## src/rtl/apb4_ram_param.sv

```systemverilog
// rtl/apb4_ram_param.sv - parametrised APB4 slave RAM with byte strobes, wait states and pslverr
module apb4_ram_param #(
  parameter int DATA_WIDTH  = 32,
  parameter int DEPTH       = 48,
  parameter int ADDR_WIDTH  = 8,
  parameter int WAIT_STATES = 2
) (
  input  logic                    pclk,
  input  logic                    presetn,
  input  logic                    psel,
  input  logic                    penable,
  input  logic                    pwrite,
  input  logic [ADDR_WIDTH-1:0]   paddr,
  input  logic [DATA_WIDTH-1:0]   pwdata,
  input  logic [DATA_WIDTH/8-1:0] pstrb,
  output logic [DATA_WIDTH-1:0]   prdata,
  output logic                    pready,
  output logic                    pslverr
);
  localparam int STRB_W = DATA_WIDTH / 8;
  localparam int OFF_W  = $clog2(STRB_W);
  localparam int IDX_W  = ADDR_WIDTH - OFF_W;
  localparam int MEM_AW = (DEPTH > 1) ? $clog2(DEPTH) : 1;

  typedef enum logic {IDLE, ACCESS} state_t;

  state_t                state, next_state;
  logic [3:0]            cnt;
  logic [IDX_W-1:0]      cap_idx;
  logic                  cap_write, cap_err;
  logic [DATA_WIDTH-1:0] cap_wdata;
  logic [STRB_W-1:0]     cap_strb;
  logic [DATA_WIDTH-1:0] mem [0:DEPTH-1];

  logic [IDX_W-1:0]      live_idx, sel_idx;
  logic                  live_err, sel_err, sel_write;
  logic [DATA_WIDTH-1:0] comp_rdata;
  logic                  setup, done, abort, comp_load, cnt_dec;

  assign live_idx = paddr[ADDR_WIDTH-1:OFF_W];
  assign live_err = 32'(live_idx) >= 32'(DEPTH);

  generate
    if (OFF_W > 0) begin : g_off
      logic unused_off;
      assign unused_off = ^paddr[OFF_W-1:0];
    end
  endgenerate

  // With zero wait states the completion is loaded on the setup edge, so it
  // must be computed from the live bus rather than the capture registers.
  assign sel_idx    = (state == IDLE) ? live_idx : cap_idx;
  assign sel_err    = (state == IDLE) ? live_err : cap_err;
  assign sel_write  = (state == IDLE) ? pwrite   : cap_write;
  assign comp_rdata = (sel_write || sel_err) ? '0 : mem[sel_idx[MEM_AW-1:0]];

  always_ff @(posedge pclk or negedge presetn) begin
    if (!presetn) state <= IDLE;
    else          state <= next_state;
  end

  always_comb begin
    next_state = state;
    case (state)
      IDLE:    if (setup) next_state = ACCESS;
      ACCESS:  if (done || abort) next_state = IDLE;
      default: next_state = IDLE;
    endcase
  end

  always_comb begin
    setup     = (state == IDLE) && psel && !penable;
    done      = (state == ACCESS) && psel && penable && pready;
    abort     = (state == ACCESS) && !psel;
    cnt_dec   = (state == ACCESS) && psel && (cnt != 4'd0);
    comp_load = (setup && (WAIT_STATES == 0)) || (cnt_dec && (cnt == 4'd1));
  end

  always_ff @(posedge pclk or negedge presetn) begin
    if (!presetn) begin
      cnt       <= '0;
      cap_idx   <= '0;
      cap_write <= 1'b0;
      cap_err   <= 1'b0;
      cap_wdata <= '0;
      cap_strb  <= '0;
      pready    <= 1'b0;
      pslverr   <= 1'b0;
      prdata    <= '0;
    end else begin
      if (setup) begin
        cnt       <= 4'(WAIT_STATES);
        cap_idx   <= live_idx;
        cap_write <= pwrite;
        cap_err   <= live_err;
        cap_wdata <= pwdata;
        cap_strb  <= pstrb;
      end else if (cnt_dec) begin
        cnt <= cnt - 4'd1;
      end
      if (comp_load) begin
        pready  <= 1'b1;
        pslverr <= sel_err;
        prdata  <= comp_rdata;
      end else if (done || abort) begin
        pready  <= 1'b0;
        pslverr <= 1'b0;
      end
    end
  end

  always_ff @(posedge pclk or negedge presetn) begin
    if (!presetn) begin
      for (int i = 0; i < DEPTH; i++) mem[i] <= '0;
    end else if (done && cap_write && !cap_err) begin
      for (int i = 0; i < STRB_W; i++)
        if (cap_strb[i]) mem[cap_idx[MEM_AW-1:0]][8*i +: 8] <= cap_wdata[8*i +: 8];
    end
  end
endmodule

```

## config.mk

```make
export PLATFORM = sky130hd
export DESIGN_NAME = apb4_ram_param
export DESIGN_NICKNAME = d
export VERILOG_FILES = /design/src/rtl/apb4_ram_param.sv
export SDC_FILE = /design/constraint.sdc
export NUM_CORES = 2
export LEC_CHECK = 0
export ABC_CLOCK_PERIOD_IN_PS = 4870
export CORE_ASPECT_RATIO = 2
export CORE_UTILIZATION = 50
export CTS_CLUSTER_SIZE = 25
export DETAILED_ROUTE_END_ITERATION = 8
export HOLD_SLACK_MARGIN = 0.12
export PLACE_DENSITY = 0.66
export SKIP_LAST_GASP = 1
export SYNTH_ARGS = -nofsm -noshare
export SYNTH_HDL_FRONTEND = slang
export SYNTH_SLANG_ARGS = --single-unit
```

## constraint.sdc

```tcl
create_clock -name pclk -period 4.87 [get_ports pclk]
set_input_delay 1.2175 -clock pclk [delete_from_list [all_inputs] [get_ports pclk]]
set_output_delay 1.2175 -clock pclk [all_outputs]
set_load 0.01 [all_outputs]
```

== Yosys cells after proc, flatten, opt, wreduce, memory -nomap -nowiden ==
Cells that the tools add are included.

* Logic and storage cells: 120
* Register bits after elaboration: 1619
* Output and inout port bits: 34

* Equality and inequality tests: 1
* $add $sub $neg: 1
* Bitwise gates (word level): 3
* Multiplexer cells: 34
* Reductions and logical operators: 19
* Order comparisons: 4

{| class="wikitable"
|+ Operators by type and width
! kind !! number
|-
| two-way mux 1536 bit || 7
|-
| bitwise mux 1536 bit || 4
|-
| demux 32 bit (select 6 bit) || 4
|-
| binary-select mux 32 bit (select 6 bit) || 1
|-
| two-way mux 32 bit || 4
|-
| two-way mux 24 bit || 1
|-
| two-way mux 16 bit || 1
|-
| greater-or-equal comparator 7 bit (second input constant) || 2
|-
| inverter 6 -> 7 bit || 2
|-
| logical AND 1 bit || 11
|-
| two-way mux 4 bit || 2
|-
| two-way mux 8 bit || 1
|-
| < comparator 7 x 1 -> 1 bit (second input constant) || 1
|-
| two-way mux 1 bit || 7
|-
| greater-or-equal comparator 6 bit (second input constant) || 1
|-
| two-way mux 6 bit || 1
|-
| equality test 4 x 1 -> 1 bit (second input constant) || 1
|-
| nonzero test 2 bit || 2
|-
| nonzero test 4 bit || 1
|-
| subtractor 4 x 1 -> 4 bit (second input constant) || 1
|-
| logical NOT 1 bit || 3
|-
| logical OR 1 bit || 2
|-
| case mux 1 bit (2 select lines) || 1
|-
| inverter 1 bit || 1
|}

== Longest topological paths before layout ==
* Depth in word-level cells: 16
* Depth in mapped cells: 12
* Gate-level depth less buffers: 9

== Least setup slack after synthesis ==
OpenSTA, ideal clock, no wires.

* Path type: in2reg
* Start: input paddr[3]
* End: register prdata[25]
* Path slack: 1.739 ns
* Data arrival time: 2.997 ns
* Data required time: 4.736 ns
* Stages on the path: 11
* Library setup time: 0.134 ns
* Cell sequence: and3b_1 > clkbuf_1 > nor2_1 > buf_2 > buf_2 > clkbuf_1 > nand2_1 > a31oi_1 > nand2_1 > o31ai_1 > nand3_1

* Longest elaborated chain between the ends: 6
* Elaborated cells between the ends (all ways): 9
* Classes of those cells: 1 x order compare; 6 x mux; 1 x bitwise; 1 x reduce/logical

{| class="wikitable"
|+ Ends and longest elaborated chain
! element !! RTL line !! source
|-
| start: declaration || 13 || <nowiki>input logic [ADDR_WIDTH-1:0] paddr,</nowiki>
|-
| two-way mux 6 bit || 52 || <nowiki>assign sel_idx = (state == IDLE) ? live_idx : cap_idx;</nowiki>
|-
| inverter 6 -> 7 bit (implied by the code) || 55 || <nowiki>assign comp_rdata = (sel_write || sel_err) ? '0 : mem[sel_idx[MEM_AW-1:0]];</nowiki>
|-
| binary-select mux 32 bit (select 6 bit) || 55 ||
|-
| two-way mux 32 bit (implied by the code) (2 in series) || 55 ||
|-
| two-way mux 32 bit (*) || 55 ||
|-
| end signal: assignment || 104 || <nowiki>prdata <= comp_rdata;</nowiki>
|-
| end: declaration || 16 || <nowiki>output logic [DATA_WIDTH-1:0] prdata,</nowiki>
|}

Mark *: on every way between the ends. The rest lies on a longest branch, timed or not. The select of a mux whose other input is x is not followed.
A chain may end at the register's enable or synchronous reset.

== Final worst setup path ==
* Start: register state
* End: register prdata[29]

* Longest elaborated chain between the ends: 6
* Elaborated cells between the ends (all ways): 12
* Classes of those cells: 7 x mux; 1 x bitwise; 4 x reduce/logical

{| class="wikitable"
|+ Ends and longest elaborated chain
! element !! RTL line !! source
|-
| start: declaration || 27 || <nowiki>state_t state, next_state;</nowiki>
|-
| start signal: assignment || 59 || <nowiki>else state <= next_state;</nowiki>
|-
| two-way mux 6 bit || 52 ||
|-
| inverter 6 -> 7 bit (implied by the code) || 55 ||
|-
| binary-select mux 32 bit (select 6 bit) || 55 ||
|-
| two-way mux 32 bit (implied by the code) (2 in series) || 55 ||
|-
| two-way mux 32 bit || 55 ||
|}

Parallel ways exist; a longest one is shown, timed or not. The select of a mux whose other input is x is not followed.

==> out/results.ini <==
[worst_setup_path]
arrival_ns=4.97
worst_ep_required_time_ns=5.55
path_cells=buf_4 > nor4b_2 > o21ai_4 > a21oi_1 > a2111oi_0 > o211ai_1 > nor4_1 > buf_4 > o211ai_1
cp-start-kind=flip-flop
cpPeakStageDelay_ns=0.86
crit_type=reg2reg
slowest_stage=dfrtp_2
cp_max_fo=24
critPathCaptureType=flip-flop

[cells_and_area]
final_layout_size_suffix_gt1_share_pct=33.7
final_nets=7018
fin_util_pct=56.3
stdcell_count=9201
area_growth_pct=11.8
postLayoutCellArea_mm2=0.0918

[status]
status=finished, violations left
failed_checks=design-rule violations

[detailed_routing]
dr_wl_met3_um=16400
firstDrtPassIters=9
via_count=59020
drtIter0Drc=5638
antenna_left=0
wire_per_inst_um=30.5
wirelength_um=281000
drc_errors=12
wirelength_met1_um=99400
dr_wl_met2_um=138000
avgViaCountPerCell=6.41
maxUsedRoutingLayer=met5

[sta]
hold_viol=0
worst_slack_ns=0.582
finalMaxSlewViolations=0
layout_min_cycle_time_ns=4.29
relSlewSlack_pct=18.4
holdWs_ns=0.261
skew_ns=0.0302
rsz0062_at_grt=false
setup_tns_ns=0
setup_violations=0
timing.fmax_ghz=0.233
min_period_over_period_pct=88.0
worstMarginPinSlew_ns=1.22

[logic_synthesis]
synth.yosys.seq_area_share_pct=49.4
synth_edf_count=0
synth-xor-area-share_pct=0.0320
synth_seq_cells=1619
ys_warn_count=0
yosysTopAreaCellShare_pct=49.4
netlist_area_mm2=0.0821
syn_area_per_cell_um2=11.8
synth_area_leaders=dfrtp_1 (49%), mux2_2 (17%), mux2_4 (5.9%)
synthCells=6945
yosysUniqueCellTypes=70
synth_fa_ha_area_share_pct=0.0457
synthSimpleGateAreaFrac_pct=12.1
yosys_most_used_dff=dfrtp_1
async_flop_share_pct=100
syn-num-nets=6997
synth.area.mux_share_pct=23.6
synth_compound_area_share_pct=11.8
synth_area_leader_cell=dfrtp_1
synth_top_family_by_area=multiplexers

[job]
drv_cap=0

[place]
hpwl_um=188000
pre_cts_ws_ns=0.0516
portBuffers=80
dp.cells=8929
place_area_mm2=0.0866
gp_congestion=0.977

[pwr]
power_mw=30.9
power.density_mw_per_mm2=336
net-switching-power_mw=9.07
p_int_mw=21.8
p_seq_share_pct=47.1
power_frac_comb_pct=11.6
cellLeakagePower_nw=47.7
max-vdd-ir-drop_v=0.000312
sw_frac_of_total_pct=29.4
p_clk_share_pct=41.3

[clock_tree]
cts_max_level=4
cts_tree=yes
post_cts_buffers=0
clock_path_buffers=4
clkSinkCount=1619
clk_latency_ns=0.83
cts_buffers=155
root_buffer=clkbuf_16
cts_hold_buf=0
clkSlewWorstSetupHoldPaths_ns=0.07
post_cts_resized=0

[global_routing]
grt.total_usage_pct=34.0
antenna_found_initial=10
grt_pass1_wl_um=413000
grt_pass1_vias=60360
grt_max_degree=115
overflow=0

[floorplanning]
die_x_um=288
io_pins=83
dieArea_mm2=0.166
core_mm2=0.163
chipHeight_um=575
num_rows=210
initial_core_util_pct=50.3

[min_path]
hold_class=in2async

==> cells by family after synthesis <==
logic type	Yosys count
compound gates	1457
xor+xnor	3
fa+ha+maj	3
buf+inv	537
flops	1619
mux	1619
simple gates	1707
==> registers in the layout, indices dropped and copies added, names as in the netlist <==
signal	flops
cnt	4
cap_write	1
cap_strb	4
state	1
prdata	32
pready	1
pslverr	1
mem	1536
cap_wdata	32
cap_err	1
cap_idx	6
==> cells in the mapped netlist, types with 30 or more instances <==
library cell / number
a21boi_0: 177
nand2_1: 1211
nor4_1: 63
a311oi_1: 32
o21ai_0: 281
o22ai_1: 35
o211ai_1: 40
mux2i_1: 33
a31oi_1: 103
mux2_4: 320
a221oi_1: 37
buf_1: 34
a211oi_1: 148
a222oi_1: 30
nand3_1: 54
a22oi_1: 42
a32oi_1: 33
clkbuf_1: 403
nand2_4: 37
dfrtp_1: 1619
nand4_1: 32
nor2_8: 160
a211o_1: 86
a21oi_1: 310
mux2_2: 1248
nor2_1: 51
buf_2: 63
==> layer usage <==
metal / vias up / global-route usage [%]
met5: - / 0
met4: 4 / 28.3
met3: 938 / 4.96
met2: 2557 / 56.5
met1: 30403 / 38.5
li1: 25118 / -
==> area by class of cell <==
type	count	area, um^2
Timing Repair Buffer	391	3990
Clock buffer	222	4530
Inverter	10	37.5
Multi-Input combinational cell	4789	39400
Antenna cell	4	10.0
Tap cell	2120	2650
Sequential cell	1619	40500
Clock inverter	46	634
Fill cell	13430	71400
==> power groups by stage <==
stage	Clock, mW	Sequential (mW)	Combinational [mW]
after CTS	12.9	14.5	3.49
after floorplan	0	14.0	2.13
after global placement	0	14.8	3.44
after global routing	13.3	14.6	3.70
after detailed placement	0	14.8	3.48
final	12.7	14.6	3.57
==> placed cells by master, fill, tap and decap left out, types with 160 or more instances in the layout <==
master | synthesis | layout
clkbuf_16 | 0 | 161
nor2_8 | 160 | 160
dfrtp_1 | 1619 | 1594
o21ai_0 | 281 | 279
mux2_2 | 1248 | 1247
a21boi_0 | 177 | 177
mux2_4 | 320 | 320
nand2_1 | 1211 | 1211
a21oi_1 | 310 | 310
buf_4 | 3 | 245
==> worst paths after layout <==
kind / start / endpoint / slack, ns / cells past startpoint
setup / recovery: state / prdata[29] / 0.58 / 9
hold / removal: presetn / mem[675] / 0.26 / 1
setup reg to reg: state / prdata[29] / 0.58 / 9
hold reg to reg: mem[1262] / mem[1262] / 0.49 / 1
max in group asynchronous: presetn / mem[571] / 3.13 / 2
min in group pclk: mem[1262] / mem[1262] / 0.49 / 1
==> critical path, delay by kind of cell (launching register included) <==
| family | cells | cell delay (ns) |
|---|---|---|
| DFF | 1 | 0.86 |
| AOI/OAI and AO/OA | 5 | 2.16 |
| buffers and inverters | 2 | 0.56 |
| and+or+nand+nor | 2 | 0.54 |
Note: power is estimated with default switching activity, not from simulation.
